**config.mk**
```make
export PLATFORM = sky130hd
export DESIGN_NAME = unified_mem_arbiter_flat
export DESIGN_NICKNAME = d
export VERILOG_FILES = /design/src/rtl/unified_mem_arbiter_pkg.sv /design/src/rtl/unified_mem_arbiter_if.sv /design/src/rtl/unified_mem_arbiter_mem_wait_timer.sv /design/src/rtl/unified_mem_arbiter.sv /design/src/flat_wrapper.sv
export SDC_FILE = /design/constraint.sdc
export NUM_CORES = 1
export LEC_CHECK = 0
export CORE_MARGIN = 3
export CORE_UTILIZATION = 38
export CTS_BUF_LIST = sky130_fd_sc_hd__clkbuf_16
export CTS_CLUSTER_DIAMETER = 50
export DETAILED_ROUTE_END_ITERATION = 12
export PLACE_DENSITY = 0.75
export SKIP_LAST_GASP = 1
export SLEW_MARGIN = 20
export SYNTH_ARGS = -nofsm -noshare
export SYNTH_HDL_FRONTEND = slang
export SYNTH_SLANG_ARGS = --single-unit
```
**constraint.sdc**
```tcl
create_clock -name clk -period 4 [get_ports clk]
set_input_delay 0.6 -clock clk [delete_from_list [all_inputs] [get_ports clk]]
set_output_delay 0.6 -clock clk [all_outputs]
set_load 0.02 [all_outputs]
```
**src/rtl/unified_mem_arbiter_pkg.sv**
```systemverilog
// Shared types for the unified IF/D memory port arbiter.
package unified_mem_arbiter_pkg;
   typedef enum logic [1:0] {IDLE, BUSY, RESP} arb_state_t;
   typedef enum logic {OWN_IF, OWN_D} arb_owner_t;
   localparam logic [3:0] BE_FULL = 4'hF;
endpackage

```
**src/rtl/unified_mem_arbiter_if.sv**
```systemverilog
// Pipeline-side and memory-side signals of the arbiter.
// The slave modport is the arbiter's view; master is the surrounding system.
interface unified_mem_arbiter_if #(
   parameter int ADDR_W = 32,
   parameter int DATA_W = 32
);
   logic              if_req;
   logic [ADDR_W-1:0] if_addr;
   logic [DATA_W-1:0] if_rdata;
   logic              if_ready;
   logic              d_req;
   logic              d_we;
   logic [3:0]        d_be;
   logic [ADDR_W-1:0] d_addr;
   logic [DATA_W-1:0] d_wdata;
   logic [DATA_W-1:0] d_rdata;
   logic              d_ready;
   logic              mem_req;
   logic              mem_we;
   logic [3:0]        mem_be;
   logic [ADDR_W-1:0] mem_addr;
   logic [DATA_W-1:0] mem_wdata;
   logic [DATA_W-1:0] mem_rdata;
   logic              mem_ack;
   logic              stall_f;
   logic              stall_m;
   logic              err_timeout;

   modport slave (
      input  if_req, if_addr, d_req, d_we, d_be, d_addr, d_wdata, mem_rdata, mem_ack,
      output if_rdata, if_ready, d_rdata, d_ready, mem_req, mem_we, mem_be, mem_addr,
             mem_wdata, stall_f, stall_m, err_timeout
   );

   modport master (
      output if_req, if_addr, d_req, d_we, d_be, d_addr, d_wdata, mem_rdata, mem_ack,
      input  if_rdata, if_ready, d_rdata, d_ready, mem_req, mem_we, mem_be, mem_addr,
             mem_wdata, stall_f, stall_m, err_timeout
   );
endinterface

```
**src/rtl/unified_mem_arbiter_mem_wait_timer.sv**
```systemverilog
// Counts cycles spent waiting for mem_ack; expired_o flags the abort cycle.
module mem_wait_timer #(
   parameter int MAX_WAIT = 15
) (
   input  logic clk,
   input  logic reset,
   input  logic clear_i,
   input  logic en_i,
   output logic expired_o
);
   localparam int TW = (MAX_WAIT < 1) ? 1 : $clog2(MAX_WAIT + 1);

   logic [TW-1:0] cnt_q, cnt_d;

   assign expired_o = (cnt_q == TW'(MAX_WAIT));

   // Saturates so a held enable cannot wrap back below the limit.
   always_comb begin
      cnt_d = cnt_q;
      if (clear_i)
         cnt_d = '0;
      else if (en_i && !expired_o)
         cnt_d = cnt_q + TW'(1);
   end

   always_ff @(posedge clk or negedge reset) begin
      if (!reset) cnt_q <= '0;
      else        cnt_q <= cnt_d;
   end
endmodule

```
**src/rtl/unified_mem_arbiter.sv**
```systemverilog
// Arbitrates one memory port between fetch (IF) and data (D) requesters,
// registering the winner and returning data with a one-cycle ready pulse.
module unified_mem_arbiter
   import unified_mem_arbiter_pkg::*;
#(
   parameter int ADDR_W     = 32,
   parameter int DATA_W     = 32,
   parameter int STARVE_LIM = 4,
   parameter int MAX_WAIT   = 15
) (
   input logic                  clk,
   input logic                  reset,
   unified_mem_arbiter_if.slave bus
);
   localparam int SW = $clog2(STARVE_LIM + 1);

   arb_state_t        state_q, state_d;
   arb_owner_t        owner_q, owner_d;
   logic              mem_req_q, mem_req_d;
   logic              mem_we_q, mem_we_d;
   logic [3:0]        mem_be_q, mem_be_d;
   logic [ADDR_W-1:0] mem_addr_q, mem_addr_d;
   logic [DATA_W-1:0] mem_wdata_q, mem_wdata_d;
   logic [DATA_W-1:0] if_rdata_q, if_rdata_d;
   logic [DATA_W-1:0] d_rdata_q, d_rdata_d;
   logic              if_ready_q, if_ready_d;
   logic              d_ready_q, d_ready_d;
   logic              err_q, err_d;
   logic [SW-1:0]     starve_q, starve_d;
   logic              expired;
   logic              force_if;

   mem_wait_timer #(.MAX_WAIT(MAX_WAIT)) u_timer (
      .clk       (clk),
      .reset     (reset),
      .clear_i   (state_q != BUSY),
      .en_i      (state_q == BUSY),
      .expired_o (expired)
   );

   // Fetch has been passed over STARVE_LIM times in a row: it wins this once.
   assign force_if = bus.if_req && (starve_q == SW'(STARVE_LIM));

   always_comb begin
      state_d     = state_q;
      owner_d     = owner_q;
      mem_req_d   = mem_req_q;
      mem_we_d    = mem_we_q;
      mem_be_d    = mem_be_q;
      mem_addr_d  = mem_addr_q;
      mem_wdata_d = mem_wdata_q;
      if_rdata_d  = if_rdata_q;
      d_rdata_d   = d_rdata_q;
      if_ready_d  = 1'b0;
      d_ready_d   = 1'b0;
      err_d       = 1'b0;
      starve_d    = starve_q;
      case (state_q)
         IDLE: begin
            if (bus.d_req && !force_if) begin
               state_d     = BUSY;
               owner_d     = OWN_D;
               mem_req_d   = 1'b1;
               mem_we_d    = bus.d_we;
               mem_be_d    = bus.d_we ? bus.d_be : BE_FULL;
               mem_addr_d  = bus.d_addr;
               mem_wdata_d = bus.d_wdata;
               if (!bus.if_req)
                  starve_d = '0;
               else if (starve_q != SW'(STARVE_LIM))
                  starve_d = starve_q + SW'(1);
            end else if (bus.if_req) begin
               state_d     = BUSY;
               owner_d     = OWN_IF;
               mem_req_d   = 1'b1;
               mem_we_d    = 1'b0;
               mem_be_d    = BE_FULL;
               mem_addr_d  = bus.if_addr;
               mem_wdata_d = '0;
               starve_d    = '0;
            end
         end
         BUSY: begin
            // An ack arriving on the expiry cycle still completes normally.
            if (bus.mem_ack) begin
               state_d   = RESP;
               mem_req_d = 1'b0;
               if (owner_q == OWN_D) begin
                  d_rdata_d = mem_we_q ? '0 : bus.mem_rdata;
                  d_ready_d = 1'b1;
               end else begin
                  if_rdata_d = bus.mem_rdata;
                  if_ready_d = 1'b1;
               end
            end else if (expired) begin
               state_d   = RESP;
               mem_req_d = 1'b0;
               err_d     = 1'b1;
               if (owner_q == OWN_D) begin
                  d_rdata_d = '0;
                  d_ready_d = 1'b1;
               end else begin
                  if_rdata_d = '0;
                  if_ready_d = 1'b1;
               end
            end
         end
         RESP:    state_d = IDLE;
         default: state_d = IDLE;
      endcase
   end

   always_ff @(posedge clk or negedge reset) begin
      if (!reset) begin
         state_q     <= IDLE;
         owner_q     <= OWN_IF;
         mem_req_q   <= 1'b0;
         mem_we_q    <= 1'b0;
         mem_be_q    <= '0;
         mem_addr_q  <= '0;
         mem_wdata_q <= '0;
         if_rdata_q  <= '0;
         d_rdata_q   <= '0;
         if_ready_q  <= 1'b0;
         d_ready_q   <= 1'b0;
         err_q       <= 1'b0;
         starve_q    <= '0;
      end else begin
         state_q     <= state_d;
         owner_q     <= owner_d;
         mem_req_q   <= mem_req_d;
         mem_we_q    <= mem_we_d;
         mem_be_q    <= mem_be_d;
         mem_addr_q  <= mem_addr_d;
         mem_wdata_q <= mem_wdata_d;
         if_rdata_q  <= if_rdata_d;
         d_rdata_q   <= d_rdata_d;
         if_ready_q  <= if_ready_d;
         d_ready_q   <= d_ready_d;
         err_q       <= err_d;
         starve_q    <= starve_d;
      end
   end

   assign bus.mem_req     = mem_req_q;
   assign bus.mem_we      = mem_we_q;
   assign bus.mem_be      = mem_be_q;
   assign bus.mem_addr    = mem_addr_q;
   assign bus.mem_wdata   = mem_wdata_q;
   assign bus.if_rdata    = if_rdata_q;
   assign bus.if_ready    = if_ready_q;
   assign bus.d_rdata     = d_rdata_q;
   assign bus.d_ready     = d_ready_q;
   assign bus.err_timeout = err_q;
   assign bus.stall_f     = bus.if_req & ~if_ready_q;
   assign bus.stall_m     = bus.d_req & ~d_ready_q;
endmodule

```
**src/flat_wrapper.sv**
```systemverilog
// flat-port wrapper written by rule: the top's interface ports become plain ports
module unified_mem_arbiter_flat import unified_mem_arbiter_pkg::*;
#(
   parameter int ADDR_W     = 32,
   parameter int DATA_W     = 32,
   parameter int STARVE_LIM = 4,
   parameter int MAX_WAIT   = 15
)
  (clk, reset, bus_if_req, bus_if_addr, bus_d_req, bus_d_we, bus_d_be, bus_d_addr, bus_d_wdata, bus_mem_rdata, bus_mem_ack, bus_if_rdata, bus_if_ready, bus_d_rdata, bus_d_ready, bus_mem_req, bus_mem_we, bus_mem_be, bus_mem_addr, bus_mem_wdata, bus_stall_f, bus_stall_m, bus_err_timeout);
  unified_mem_arbiter_if #(.ADDR_W(ADDR_W), .DATA_W(DATA_W)) bus_i ();
  input logic clk;
  input logic reset;
  input wire logic [$bits(bus_i.if_req)-1:0] bus_if_req;
  input wire logic [$bits(bus_i.if_addr)-1:0] bus_if_addr;
  input wire logic [$bits(bus_i.d_req)-1:0] bus_d_req;
  input wire logic [$bits(bus_i.d_we)-1:0] bus_d_we;
  input wire logic [$bits(bus_i.d_be)-1:0] bus_d_be;
  input wire logic [$bits(bus_i.d_addr)-1:0] bus_d_addr;
  input wire logic [$bits(bus_i.d_wdata)-1:0] bus_d_wdata;
  input wire logic [$bits(bus_i.mem_rdata)-1:0] bus_mem_rdata;
  input wire logic [$bits(bus_i.mem_ack)-1:0] bus_mem_ack;
  output wire logic [$bits(bus_i.if_rdata)-1:0] bus_if_rdata;
  output wire logic [$bits(bus_i.if_ready)-1:0] bus_if_ready;
  output wire logic [$bits(bus_i.d_rdata)-1:0] bus_d_rdata;
  output wire logic [$bits(bus_i.d_ready)-1:0] bus_d_ready;
  output wire logic [$bits(bus_i.mem_req)-1:0] bus_mem_req;
  output wire logic [$bits(bus_i.mem_we)-1:0] bus_mem_we;
  output wire logic [$bits(bus_i.mem_be)-1:0] bus_mem_be;
  output wire logic [$bits(bus_i.mem_addr)-1:0] bus_mem_addr;
  output wire logic [$bits(bus_i.mem_wdata)-1:0] bus_mem_wdata;
  output wire logic [$bits(bus_i.stall_f)-1:0] bus_stall_f;
  output wire logic [$bits(bus_i.stall_m)-1:0] bus_stall_m;
  output wire logic [$bits(bus_i.err_timeout)-1:0] bus_err_timeout;
  assign bus_i.if_req = bus_if_req;
  assign bus_i.if_addr = bus_if_addr;
  assign bus_i.d_req = bus_d_req;
  assign bus_i.d_we = bus_d_we;
  assign bus_i.d_be = bus_d_be;
  assign bus_i.d_addr = bus_d_addr;
  assign bus_i.d_wdata = bus_d_wdata;
  assign bus_i.mem_rdata = bus_mem_rdata;
  assign bus_i.mem_ack = bus_mem_ack;
  assign bus_if_rdata = bus_i.if_rdata;
  assign bus_if_ready = bus_i.if_ready;
  assign bus_d_rdata = bus_i.d_rdata;
  assign bus_d_ready = bus_i.d_ready;
  assign bus_mem_req = bus_i.mem_req;
  assign bus_mem_we = bus_i.mem_we;
  assign bus_mem_be = bus_i.mem_be;
  assign bus_mem_addr = bus_i.mem_addr;
  assign bus_mem_wdata = bus_i.mem_wdata;
  assign bus_stall_f = bus_i.stall_f;
  assign bus_stall_m = bus_i.stall_m;
  assign bus_err_timeout = bus_i.err_timeout;
  unified_mem_arbiter #(.ADDR_W(ADDR_W), .DATA_W(DATA_W), .STARVE_LIM(STARVE_LIM), .MAX_WAIT(MAX_WAIT)) u_core (.clk(clk), .reset(reset), .bus(bus_i));
endmodule
```
; ---- Word level (Yosys, flattened, before mapping)
; Cells that the tools add are included.
; Widths: inputs -> output; s select.
[op_classes]
add_sub_neg = 2
eq_ne = 8
muxes = 46
bitwise_logic = 5
n_reduce_logical = 16
[op_table]
columns = operator, count
row1 = $mux 32, 13
row2 = $mux 4, 5
row3 = $mux 1, 18
row4 = $mux 3, 4
row5 = $reduce_and 3->1, 4
row6 = $mux 2, 4
row7 = $reduce_bool 2->1, 4
row8 = $ne 3x2->1 const B, 2
row9 = $ne 3x3->1 const B, 2
row10 = $add 4x1->4 const B, 1
row11 = $eq 4x4->1 const B, 1
row12 = $pmux 2 s2, 1
row13 = $reduce_and 2->1, 2
row14 = $add 3x1->3 const B, 1
row15 = $eq 3x3->1 const B, 1
row16 = $logic_and 1x1->1, 3
row17 = $not 1->1, 3
row18 = $and 1x1->1, 2
row19 = $eq 2x1->1 const B, 1
row20 = $logic_not 1->1, 2
row21 = $logic_not 2->1, 1
row22 = $ne 2x1->1 const B, 1
row23 = $pmux 1 s2, 1
[totals]
regBits = 147
input_bits = 138
output_inout_bits = 139
elab_cells = 91

; ---- Longest topological paths before layout
; Gate-level depths: netlist of run 1.
[depth]
ltp_word = 6
ltp_mapped = 7
depth_no_buf = 5

; ---- Modules after synthesis
; Synthesis of run 1 repeated with hierarchy kept, for this count alone.
[hier_totals]
hier_cells = 535
area_unflattened_um2 = 6809.0
[by_module_without_submodules]
columns = mod, n_inst, cells_each, area_each_um2
row1 = unified_mem_arbiter, 1, 515, 6580.1
row2 = mem_wait_timer, 1, 20, 229.0

; ---- Worst setup path before layout of run 1
; OpenSTA, ideal clock, no wires.
[synth_path]
path_kind = input to register
from = input bus_d_req
to = register u_core.mem_be_q[0], in the netlist u_core.bus.mem_be[0]
setup_ns = 0.121
t_arrival_ns = 1.694
setup_slack_ns = 2.184
stages = 7
cell_sequence = clkbuf_1 or2_1 buf_2 and2_1 clkbuf_1 buf_2 o22a_1
[synth_via]
elab_chain_cells = 3
elab_cells_between_ends = 4
classes_between = mux (1) / reduce/logical (3)
[synth_rtl]
columns = item, line_no
row1 = start: declaration, flat_wrapper.sv:15  ; input wire logic [$bits(bus_i.d_req)-1:0] bus_d_req;
row2 = $logic_and 1x1->1 *, unified_mem_arbiter.sv:60  ; if (bus.d_req && !force_if) begin
row3 = $reduce_bool 2->1 (no line), n/a
row4 = $reduce_and 2->1 (no line), n/a
row5 = end signal: assignment, unified_mem_arbiter.sv:133  ; mem_be_q <= mem_be_d;
row6 = end: declaration, unified_mem_arbiter.sv:21  ; logic [3:0] mem_be_q, mem_be_d;
; Every way passes the cells marked *; elsewhere a longest branch is shown, timed or not.
; A chain may end at the register's enable or synchronous reset.

; ---- Worst setup path after layout of run 1
[layout_path]
from = input bus_if_req
to = output bus_stall_f
[layout_via]
elab_chain_cells = 1
[layout_rtl]
columns = item, line_no
row1 = start: declaration, flat_wrapper.sv:13  ; input wire logic [$bits(bus_i.if_req)-1:0] bus_if_req;
row2 = $and 1x1->1, unified_mem_arbiter.sv:155  ; assign bus.stall_f = bus.if_req & ~if_ready_q;
row3 = end: declaration, flat_wrapper.sv:31  ; output wire logic [$bits(bus_i.stall_f)-1:0] bus_stall_f;
; Every way passes these cells.

==> results of run 1 <==
[power groups by stage]
stage                     Combinational, mW  Sequential (mW)  Clock [mW]
after floorplan                        1.20             3.39           0
after global placement                 3.75             2.61           0
after detailed placement               3.82             2.62           0
after CTS                              3.84             2.63        1.62
after global routing                   4.06             2.70        1.69
final                                  3.80             2.62        1.59
[sequential cells by signal (all words and copies together) (netlist names)]
| register | count |
|---|---|
| u_core.starve_q | 3 |
| u_core.bus.if_ready | 1 |
| u_core.bus.mem_addr | 32 |
| u_core.state_q | 2 |
| u_core.bus.d_rdata | 32 |
| u_core.bus.d_ready | 1 |
| u_core.u_timer.cnt_q | 4 |
| u_core.bus.mem_wdata | 32 |
| u_core.bus.mem_be | 4 |
| u_core.bus.mem_we | 1 |
| u_core.owner_q | 1 |
| u_core.bus.if_rdata | 32 |
| u_core.bus.mem_req | 1 |
| u_core.bus.err_timeout | 1 |
[worst max-delay path by stage]
stage                      startpoint                        to
after detailed placement   bus_if_req  u_core.bus.mem_wdata[12]
after global placement    bus_mem_ack   u_core.bus.if_rdata[10]
after floorplan             bus_d_req      u_core.bus.mem_be[0]
after CTS                  bus_if_req               bus_stall_f
after global routing       bus_if_req               bus_stall_f
final                      bus_if_req               bus_stall_f
[layout by cell type (no fill, tap or decap), types with 2 or more instances in the layout]
master | synthesis | final
bufinv_16 | 0 | 3
nand2b_1 | 2 | 2
clkdlybuf4s50_1 | 0 | 275
a21o_1 | 3 | 3
clkinv_2 | 0 | 2
clkbuf_16 | 0 | 17
nor3b_1 | 2 | 2
mux2i_1 | 2 | 2
ha_1 | 3 | 3
nor3_1 | 3 | 3
and2_1 | 3 | 3
xnor2_1 | 2 | 2
dfrtp_1 | 147 | 147
buf_4 | 1 | 12
nand3_1 | 37 | 37
inv_1 | 38 | 39
nand2_1 | 4 | 3
a22o_1 | 96 | 96
nor2b_1 | 2 | 2
o22a_1 | 4 | 4
clkinvlp_4 | 0 | 4
o221ai_1 | 32 | 32
nor2_1 | 6 | 5
nand4_1 | 32 | 32
inv_6 | 0 | 2
[through the flow]
stage          worst slack [ns]  hold WS [ns]  cells  power [mW]  cell area (sq um)
6_report                   1.43         0.299    933        8.01               9360
5_1_grt                    1.37         0.382    932        8.45               9360
4_1_cts                    1.43         0.413    932        8.08               9350
3_5_place_dp               1.41         0.479    901        6.44               8760
3_3_place_gp               1.43         0.476    901        6.35               8760
2_1_floorplan              2.18         0.304    477        4.58               5890
[Yosys cell counts (all sizes together)]
master	n	area share, %
dfrtp	147	62
a22o	96	14
inv	39	2.5
nand3	37	3.1
nand4	32	3.4
o221ai	32	4.8
clkbuf	27	1.7
buf	21	2.2
nor2	6	0.38
nand2	4	0.25
nor3	4	0.42
o22a	4	0.59
a21o	3	0.38
and2	3	0.32
ha	3	0.64
nor3b	3	0.47
mux2i	2	0.34
nand2b	2	0.21
nor2b	2	0.21
xnor2	2	0.30
a31o	1	0.15
a31oi	1	0.11
and3b	1	0.15
o21ai	1	0.085
o22ai	1	0.11
o2bb2ai	1	0.15
or2	1	0.11
or3b	1	0.15
[per-layer routing]
metal	track usage [%]	vias to the layer above	wire (um)
li1	-	2324	-
met1	27.3	2547	7180
met2	36.0	233	9490
met3	5.98	36	1420
met4	7.56	0	512
met5	0	-	0
[area by class of cell]
cell class,instances,area [sq um],area share [%]
Sequential cell,147,3680,39.3
Timing Repair Buffer,288,2860,30.5
Multi-Input combinational cell,243,1850,19.8
Clock buffer,17,425,4.55
Tap cell,184,230,2.46
Clock inverter,14,164,1.75
Inverter,39,146,1.56
Antenna cell,1,2.50,0.0267
[worst max-delay path, cell delays in order]
cell and delay (ns):
clkdlybuf4s50_1 0.55, nor2b_1 0.18, clkdlybuf4s50_1 0.64
[logic make-up after synthesis]
kind of cell             share of synthesized area [%]
flip-flops                                        62.5
XOR/XNOR                                         0.297
multiplexers                                     0.340
AND/OR/NAND/NOR                                   9.22
adder cells (fa/ha/maj)                          0.637
AO/OA/AOI/OAI                                     20.6
buffers and inverters                             6.44
==> impl_metrics.py, run 1 <==
metrics = {
    "sta": {
        "worst_pin_slew_ns": 0.971,
        "min_period_ns": 2.57,
        "timing.final.crit_share_pct": 64.4,
        "maxSlewHeadroom_pct": 35.3,
        "fin_worst_skew_ns": 0.00826,
        "fin_setup_tns_ns": 0,
        "rsz0062_at_grt": "false",
        "timing.final.hold_violations": 0,
        "setup_viol": 0,
        "slew_violations": 0,
        "clock.fmax_mhz": 388,
    },
    "clocking": {
        "cts-root-buf": "clkbuf_16",
        "cts_max_level": 4,
        "postCtsSetupBuffers": 0,
        "cts_sinks": 147,
        "cts_hold_buf": 0,
        "cts_inserted_buffers": 17,
        "clockBufferDepth": 2,
        "cts_resized": 0,
        "clkTransAtPathRegs_ns": 0.06,
        "cts_tree": "done",
        "clk_latency_ns": 0.42,
    },
    "worst_setup_path": {
        "worst_setup_path_end_kind": "primary output",
        "reg2reg_slack_ns": 1.83,
        "r2r-end": "u_core.bus.if_rdata[18]",
        "regToRegStartpoint": "u_core.state_q[1]",
        "start_kind": "input port",
        "reg2reg_depth": 4,
        "critPathMaxFanout": 4,
        "required_ns": 3.40,
        "cp.arrival_ns": 1.97,
        "critical_path_class": "in -> out",
    },
    "grt": {
        "grt_pass1_vias": 5285,
        "grt.total_usage_pct": 21.7,
        "grt_antenna_before_repair": 0,
        "grt_max_degree": 125,
        "grt_overflow": 0,
        "grt_pass1_wl_um": 28700,
    },
    "power": {
        "switching_power_mw": 2.97,
        "switching_share_pct": 37.1,
        "intPower_mw": 5.04,
        "power_frac_clock_pct": 19.8,
        "p_per_area_nw_per_um2": 856,
        "vdd_drop_max_uv": 466,
        "pwr-share-comb_pct": 47.5,
        "pwr-share-seq_pct": 32.7,
        "p_leak_nw": 4.04,
    },
    "routing": {
        "post_drt_wl_per_cell_um": 19.9,
        "via_per_inst": 5.51,
        "drtAntennaViolNets": 0,
        "drcViolationCount": 0,
        "wirelength_um": 18600,
        "vias": 5140,
        "firstDrtPassIters": 4,
        "drtIter0Drc": 413,
    },
    "placed_design": {
        "place_hpwl_um": 12900,
        "portBuffers": 276,
        "gp_congestion": 0.872,
    },
    "run_status": {
        "outcome": "complete, no violations",
    },
    "synthesis": {
        "syn_nets": 618,
        "syn_inst": 477,
        "syn_area_sq_um": 5890,
        "synth_cell_type_count": 34,
        "synth_seq_area_share_pct": 62.5,
        "synth-seq-cells": 147,
        "yosysWarnings": 0,
        "syn_avg_cell_area_sq_um": 12.3,
    },
    "die": {
        "fp.dieH_um": 130,
        "ioPinCount": 277,
        "start_util_pct": 39.6,
        "die_x_um": 130,
        "num_rows": 44,
        "core_area_sq_um": 14900,
        "dieArea_sq_um": 17000,
    },
    "finish": {
        "drive_gt1_share_pct": 6.28,
        "postLayoutCoreUtil_pct": 63.0,
        "nets": 877,
        "nFillCells": 1136,
        "syn2layout_area_growth_pct": 58.9,
    },
    "min_path": {
        "hold_path.class": "in -> async",
    },
    "flow_run": {
        "drv_cap": 0,
    },
}
No activity file was read; power rests on OpenSTA's default activity.
==> inputs of run 2 (changes only) <==
--- a/config.mk
+++ b/config.mk
@@ -6,11 +6,11 @@
 export NUM_CORES = 1
 export LEC_CHECK = 0
 export CORE_MARGIN = 3
-export CORE_UTILIZATION = 38
+export CORE_UTILIZATION = 37
 export CTS_BUF_LIST = sky130_fd_sc_hd__clkbuf_16
 export CTS_CLUSTER_DIAMETER = 50
 export DETAILED_ROUTE_END_ITERATION = 12
-export PLACE_DENSITY = 0.75
+export PLACE_DENSITY = 0.76
 export SKIP_LAST_GASP = 1
 export SLEW_MARGIN = 20
 export SYNTH_ARGS = -nofsm -noshare
==> constraint.sdc (replaced) <==
create_clock -name clk -period 2.35 [get_ports clk]
set_input_delay 0.3525 -clock clk [delete_from_list [all_inputs] [get_ports clk]]
set_output_delay 0.3525 -clock clk [all_outputs]
set_load 0.02 [all_outputs]
==> impl_metrics.py, run 2 (synthesized netlist as in run 1, its figures left out) <==
metrics = {
    "die": {
        "fp.dieH_um": 132,
        "start_util_pct": 38.3,
        "core_area_sq_um": 15400,
        "die_x_um": 132,
        "num_rows": 45,
        "dieArea_sq_um": 17500,
        "ioPinCount": 277,
    },
    "routing": {
        "drtIter0Drc": 218,
        "post_drt_wl_per_cell_um": 19.1,
        "drtAntennaViolNets": 0,
        "firstDrtPassIters": 5,
        "wirelength_um": 18500,
        "via_per_inst": 5.37,
        "vias": 5195,
        "drcViolationCount": 0,
    },
    "sta": {
        "min_period_ns": 2.09,
        "slew_violations": 0,
        "setup_viol": 0,
        "rsz0062_at_grt": "false",
        "fin_worst_skew_ns": 0.0105,
        "maxSlewHeadroom_pct": 58.5,
        "timing.final.crit_share_pct": 89.0,
        "clock.fmax_mhz": 478,
        "worst_pin_slew_ns": 0.623,
        "fin_setup_tns_ns": 0,
        "timing.final.hold_violations": 0,
    },
    "finish": {
        "syn2layout_area_growth_pct": 60.5,
        "nFillCells": 1225,
        "final_cell_mix": "clkdlybuf4s50_1, dfrtp_1, a22o_1, inv_1, nand3_1",
        "final_cells": 967,
        "drive_gt1_share_pct": 6.75,
        "layout_commonest_cell": "clkdlybuf4s50_1",
        "postLayoutCoreUtil_pct": 61.5,
        "nets": 883,
    },
    "worst_setup_path": {
        "start_kind": "input port",
        "required_ns": 2.00,
        "reg2reg_depth": 5,
        "critPathMaxFanout": 4,
        "r2r-end": "u_core.bus.if_rdata[3]",
        "regToRegStartpoint": "u_core.u_timer.cnt_q[0]",
        "worst_setup_path_end_kind": "primary output",
        "cp-endpoint": "bus_stall_m",
        "cp.arrival_ns": 1.74,
        "critical_path_class": "in -> out",
        "crit_start": "bus_d_req",
        "reg2reg_slack_ns": 0.43,
    },
    "power": {
        "totalPowerFinal_mw": 13.5,
        "vdd_drop_max_uv": 624,
        "p_per_area_nw_per_um2": 1430,
        "p_leak_nw": 4.08,
    },
    "clocking": {
        "cts-root-buf": "clkbuf_16",
        "clockBufferDepth": 2,
        "cts_sinks": 147,
        "cts_tree": "done",
        "clk_latency_ns": 0.42,
        "cts_inserted_buffers": 17,
        "clkTransAtPathRegs_ns": 0.06,
        "postCtsSetupBuffers": 0,
        "cts_max_level": 4,
    },
    "placed_design": {
        "gp_congestion": 0.799,
        "placed_cells": 933,
        "portBuffers": 276,
        "place_hpwl_um": 12900,
    },
    "grt": {
        "grt_overflow": 0,
        "grt_pass1_vias": 5487,
        "grt_pass1_wl_um": 29800,
        "grt_max_degree": 91,
        "grt_antenna_before_repair": 1,
        "grt.total_usage_pct": 21.2,
    },
    "run_status": {
        "outcome": "complete, no violations",
    },
    "min_path": {
        "hold_path.class": "in -> async",
    },
    "flow_run": {
        "drv_cap": 0,
    },
}
run 2: critical path, stage by stage:
cell and delay [ns]:
clkdlybuf4s50_1 0.57, nor2b_1 0.15, clkdlybuf4s50_1 0.66
run 2: how the worst min path moves through the flow:
stage,startpoint,to,slack [ns],depth (start not counted)
floorplan,reset,u_core.bus.d_rdata[0],0.06,0
global placement,reset,u_core.bus.d_rdata[4],0.35,2
detailed placement,reset,u_core.bus.d_rdata[4],0.36,2
CTS,reset,u_core.bus.d_rdata[4],0.49,3
global route,reset,u_core.bus.d_rdata[4],0.50,3
finish,reset,u_core.bus.d_rdata[4],0.47,3
run 2: layer usage:
| layer | share of wire, % | track usage, % | vias to the layer above |
|---|---|---|---|
| met1 | 39 | 25.7 | 2559 |
| li1 | - | - | 2335 |
| met3 | 7.3 | 6.34 | 46 |
| met2 | 50 | 35.0 | 255 |
| met5 | 0 | 0 | - |
| met4 | 3.6 | 9.68 | 0 |
run 2: what timing repair did:
| item | in CTS | in global routing |
|---|---|---|
| resized for setup | 0 | 0 |
| hold buffers | 1 | 0 |
| hold endpoints to repair | 122 | 0 |
run 2: layout make-up:
class,instances,area [sq um],area share [%]
clock buffers,17,425,4.50
diodes,1,2.50,0.0265
inverters,39,146,1.55
clock inverters,15,119,1.26
repair buffers,294,2960,31.4
multi-input cells,243,1850,19.6
flip-flops and latches,147,3680,38.9
well taps,211,264,2.79
run 2: power by group:
group / internal [mW] / switching [mW] / total, mW
combinational: 3.28 / 3.27 / 6.56
clock: 1.44 / 1.06 / 2.50
sequential: 3.72 / 0.743 / 4.47
total: 8.45 / 5.07 / 13.5
run 2: through the flow:
| stage | setup slack [ns] | area (sq um) | hold WS (ns) |
|---|---|---|---|
| CTS | 0.234 | 9450 | 0.485 |
| global route | 0.215 | 9450 | 0.502 |
| floorplan | 0.631 | 5890 | 0.0569 |
| finish | 0.258 | 9450 | 0.474 |
| global placement | 0.235 | 8890 | 0.353 |
| detailed placement | 0.204 | 8890 | 0.364 |
